===== src/rtl/mux_4to2_sched.sv =====
// Round-robin 4-to-2 lane scheduler: four buffered input lanes
// share two registered 8-bit output pairs (lanes 0/1 and 2/3).

module mux_4to2_sched_arb (
   input  logic [1:0] i_elig,
   input  logic       i_ptr,
   output logic       o_gnt,
   output logic       o_sel
);

   always_comb begin
      o_gnt = |i_elig;
      o_sel = 1'b0;
      case (i_elig)
         2'b11:   o_sel = i_ptr;
         2'b10:   o_sel = 1'b1;
         default: o_sel = 1'b0;
      endcase
   end

endmodule

module mux_4to2_sched #(
   parameter int DATA_W = 8
) (
   input  logic              clk_2f,
   input  logic              reset,
   input  logic              enable,
   input  logic [3:0]        lane_mask,
   input  logic [DATA_W-1:0] in0,
   input  logic [DATA_W-1:0] in1,
   input  logic [DATA_W-1:0] in2,
   input  logic [DATA_W-1:0] in3,
   input  logic              valid_bit0,
   input  logic              valid_bit1,
   input  logic              valid_bit2,
   input  logic              valid_bit3,
   output logic              ready0,
   output logic              ready1,
   output logic              ready2,
   output logic              ready3,
   output logic [DATA_W-1:0] data_out1,
   output logic [DATA_W-1:0] data_out2,
   output logic              valid_bit_out1,
   output logic              valid_bit_out2,
   output logic              sel_out1,
   output logic              sel_out2,
   output logic              idle
);

   logic [DATA_W-1:0] w_in [4];
   logic [3:0]        w_vld;
   logic [3:0]        w_elig;
   logic [3:0]        w_cap;
   logic [3:0]        w_clr;
   logic [1:0]        w_gnt;
   logic [1:0]        w_gsel;
   logic [DATA_W-1:0] w_gdata [2];

   logic [3:0]        r_full;
   logic [DATA_W-1:0] r_hold [4];
   logic [1:0]        r_ptr;
   logic [DATA_W-1:0] r_dout [2];
   logic [1:0]        r_vout;
   logic [1:0]        r_sel;

   assign w_in[0] = in0;
   assign w_in[1] = in1;
   assign w_in[2] = in2;
   assign w_in[3] = in3;
   assign w_vld   = {valid_bit3, valid_bit2,
                     valid_bit1, valid_bit0};

   // Capture only into an empty slot, so capture and grant never collide.
   assign w_cap  = w_vld & ~r_full;
   assign w_elig = r_full & ~lane_mask & {4{enable}};

   for (genvar p = 0; p < 2; p++) begin : g_pair
      mux_4to2_sched_arb u_arb (
         .i_elig (w_elig[2*p+1 -: 2]),
         .i_ptr  (r_ptr[p]),
         .o_gnt  (w_gnt[p]),
         .o_sel  (w_gsel[p])
      );

      assign w_clr[2*p]   = w_gnt[p] & ~w_gsel[p];
      assign w_clr[2*p+1] = w_gnt[p] &  w_gsel[p];
      assign w_gdata[p]   = w_gsel[p] ? r_hold[2*p+1]
                                      : r_hold[2*p];
   end

   always_ff @(posedge clk_2f) begin
      if (reset) begin
         r_full <= '0;
         r_ptr  <= '0;
         r_vout <= '0;
         r_sel  <= '0;
         for (int i = 0; i < 4; i++) begin
            r_hold[i] <= '0;
         end
         for (int p = 0; p < 2; p++) begin
            r_dout[p] <= '0;
         end
      end else begin
         for (int i = 0; i < 4; i++) begin
            if (w_cap[i]) begin
               r_full[i] <= 1'b1;
               r_hold[i] <= w_in[i];
            end else if (w_clr[i]) begin
               r_full[i] <= 1'b0;
            end
         end
         for (int p = 0; p < 2; p++) begin
            r_vout[p] <= w_gnt[p];
            if (w_gnt[p]) begin
               r_dout[p] <= w_gdata[p];
               r_sel[p]  <= w_gsel[p];
               r_ptr[p]  <= ~w_gsel[p];
            end
         end
      end
   end

   assign ready0 = ~r_full[0];
   assign ready1 = ~r_full[1];
   assign ready2 = ~r_full[2];
   assign ready3 = ~r_full[3];

   assign data_out1      = r_dout[0];
   assign data_out2      = r_dout[1];
   assign valid_bit_out1 = r_vout[0];
   assign valid_bit_out2 = r_vout[1];
   assign sel_out1       = r_sel[0];
   assign sel_out2       = r_sel[1];

   assign idle = ~|r_full & ~|r_vout;

endmodule


===== config.mk =====
export PLATFORM = sky130hd
export DESIGN_NAME = mux_4to2_sched
export DESIGN_NICKNAME = d
export VERILOG_FILES = /design/src/rtl/mux_4to2_sched.sv
export SDC_FILE = /design/constraint.sdc
export NUM_CORES = 1
export LEC_CHECK = 0
export CORE_UTILIZATION = 35
export CTS_BUF_LIST = sky130_fd_sc_hd__clkbuf_2
export CTS_CLUSTER_SIZE = 25
export DETAILED_ROUTE_END_ITERATION = 7
export GPL_TIMING_DRIVEN = 0
export MAX_ROUTING_LAYER = met4
export PLACE_DENSITY_LB_ADDON = 0.2
export SETUP_SLACK_MARGIN = 0.5
export SYNTH_ARGS = -nofsm -noshare
export SYNTH_HDL_FRONTEND = slang
export SYNTH_SLANG_ARGS = --single-unit

===== constraint.sdc =====
create_clock -name clk_2f -period 2.9 [get_ports clk_2f]
set_clock_uncertainty 0.1 [all_clocks]
set_input_delay 0.29 -clock clk_2f [delete_from_list [all_inputs] [get_ports clk_2f]]
set_output_delay 0.29 -clock clk_2f [all_outputs]
set_load 0.01 [all_outputs]

==> impl_metrics.csv <==
group,metric,value,unit
synth,muxShareOfSynthArea,0.396,%
grt,globalRoute.totalOverflow,0,
worst_setup_path,crit_type,"reg -> out",
worst_setup_path,start_kind,"flip-flop",
synth,yosys_warnings,0,
synth,synth_seq_cells,58,
worst_setup_path,r2r_start,"r_full[2]$_SDFFE_PP0P_",
worst_hold_path,min_from,"valid_bit1",
synth,syn_area_per_cell,12.4,µm²
worst_setup_path,cp-end-kind,"output pin",
synth,seq_area_frac_synth,64.9,%
drt,viasPerCell,4.75,
cells_and_area,design_area,3450,µm²
placed_design,pre_cts_ws,0.760,ns
clock_tree,cts_root_buf,"clkbuf_2",
clock_tree,cts.sinks,58,
flow_run,drv_cap,0,
sta,rsz0062_at_grt,"false",
clock_tree,cts-buffers-inserted,9,
sta,setup_viol,0,
synth,synth_cells,204,
clock_tree,tritoncts,"built",
cells_and_area,nets,325,
synth,synthDistinctLibCells,29,
synth,synth_flop_cell,"edfxtp_1",
synth,synth_compound_area_share,11.7,%
cells_and_area,fin_util,50.0,%
drt,dr.max_layer_used,"met4",
drt,drtPass1Iterations,4,
sta,finalWorstSetupSlack,0.739,ns
clock_tree,worstSkewPairLatency,0.45,ns
clock_tree,cts_setup_buffers,0,
clock_tree,ctsLongestPathBuffers,2,
power,pwr_density_cell,529,nW/µm²
clock_tree,path_clk_slew,0.16,ns
sta,maxClockFrequency,463,MHz
drt,wl_met3,219,µm
outcome,status,"complete, no violations",
grt,antenna_found_initial,0,
clock_tree,htreeDepth,3,
sta,post-route-period-util,74.5,%
synth,synth.most_common_cell,"edfxtp_1",
drt,dr_wl_met2,2730,µm
die,initial_utilization,36.6,%
power,ir_worst_vdd,0.000231,V
grt,grt_pass1_wl,8790,µm
worst_setup_path,crit_fanout,8,
die,die_x,87.0,µm
sta,worst_pin_slew,0.473,ns
synth,synth_top_area_share,57.0,%
sta,holdWs,0.346,ns
drt,wl_per_cell,13.7,µm
drt,drtIter0Drc,96,
worst_setup_path,setup.worst_path.start,"r_full[1]$_SDFFE_PP0P_",
synth,yosys.area_share.simple,20.6,%
drt,met1_length,2230,µm
synth,synth_top_area_cell,"edfxtp_1",
synth,synth_area_leaders,"edfxtp_1 (57%), and2_1 (7.9%), dfxtp_1 (7.9%)",
drt,routed_wl,5240,µm
synth,syn-num-nets,247,
drt,drc,0,
synth,synth_xor_area_share,0,%
cells_and_area,area_growth,36.5,%
sta,drv_slew,0,
sta,post-route-min-period,2.16,ns
cells_and_area,n_antenna_cell,0,
sta,fin_setup_tns,0,ns
synth,synth_top_family_by_area,"simple AND/OR/NAND/NOR gates",
die,top_level_ports,68,
drt,ant_nets,0,
synth,synth_common_cells,"edfxtp_1 (48), and2_1 (32), o21ai_0 (18), nand3_1 (16), a21oi_1 (12)",
sta,hold_violations,0,
worst_hold_path,hold_path.class,"in -> reg",
synth,syn-cell-area,2530,µm²
placed_design,placed_cell_area,3320,µm²
power,p_leak,1.24,nW
synth,synthAdderAreaFrac,0,%
worst_setup_path,arrival,1.77,ns
grt,grt_pass1_vias,1803,
die,fp.dieH,87.0,µm
drt,vias,1820,
grt,grt_usage,16.1,%
placed_design,hpwlAfterDp,3880,µm
cells_and_area,drive_gt1_share,13.6,%
synth,synth_edf_count,48,
die,rows,30,
synth,ys_async_sr_fraction,0,%
sta,slew_headroom,68.4,%
worst_setup_path,required,2.51,ns
die,core,6910,µm²
placed_design,place_congestion,0.732,
placed_design,io_buffers,67,
grt,grt_max_degree,11,
die,dieArea,7570,µm²
report_power, final:
part           internal [W]  total [W]  switching (W)
clock network      0.000284   0.000587       0.000303
logic              0.000132   0.000242       0.000110
registers          0.000971   0.000997      0.0000265
total               0.00139    0.00183       0.000440
stage by stage:
step	std cells	total power, W
floorplan	204	0.00112
global placement	367	0.00126
detailed placement	367	0.00126
CTS	383	0.00184
global route	383	0.00191
finish	383	0.00183
worst max-delay path, cell delays in order (launching register included):
cell and delay, ns:
dfxtp_2 0.39, or4_1 0.51, nor3_1 0.14, dlygate4sd2_1 0.29
cells in the final DEF, fill, tap and decap left out, drive strengths merged:
master	count
a211oi	1
a21oi	22
a22oi	1
a31o	1
a41o	1
and2	32
and3b	4
buf	6
bufinv	2
clkbuf	10
clkdlybuf4s50	66
clkinv	3
clkinvlp	1
dfxtp	10
dlygate4sd2	1
edfxtp	48
inv	6
mux2i	1
nand2	7
nand2b	9
nand3	16
nand3b	3
nor2	7
nor3	1
nor3b	2
o21ai	18
o22ai	1
o311ai	1
or2	2
or3	1
or3b	2
or4	1
final timing paths:
| path | endpoint | slack (ns) | depth (start not counted) |
|---|---|---|---|
| worst max-delay path | idle | 0.74 | 3 |
| worst min register to register | r_ptr[0]$_SDFFE_PP0N_ | 0.42 | 2 |
| worst max register to register | r_dout[0][6]$_SDFFCE_PN0P_ | 1.38 | 4 |
| worst min-delay path | r_full[1]$_SDFFE_PP0P_ | 0.35 | 3 |
logic make-up after synthesis:
kind of cell           Yosys count
flip-flops                      58
AO/OA/AOI/OAI                   46
AND/OR/NAND/NOR                 87
buffers and inverters           12
multiplexers                     1
sequential cells by signal (all words and copies together) (netlist names):
name    flops
r_dout     16
r_full      4
r_ptr       2
r_hold     32
r_sel       2
r_vout      2
area by class of cell:
| class | count | area (µm²) |
|---|---|---|
| Inverter | 6 | 22.5 |
| Tap cell | 96 | 120 |
| Clock buffer | 10 | 50.0 |
| Sequential cell | 58 | 1640 |
| Buffer | 6 | 38.8 |
| Timing Repair Buffer | 67 | 669 |
| Fill cell | 653 | 3450 |
| Multi-Input combinational cell | 134 | 827 |
| Clock inverter | 6 | 81.3 |
timing repair:
action	in CTS	in global routing
gates resized for setup	3	0
hold buffers	0	0
hold endpoints to repair	0	0
endpoints found under the setup margin	1	0
layer usage:
metal	GRT usage, %	up-vias
met3	3.32	6
met1	19.4	870
met4	6.82	0
met2	26.4	48
li1	-	896
met5	-	-
Power figures use the tool's default switching activity.
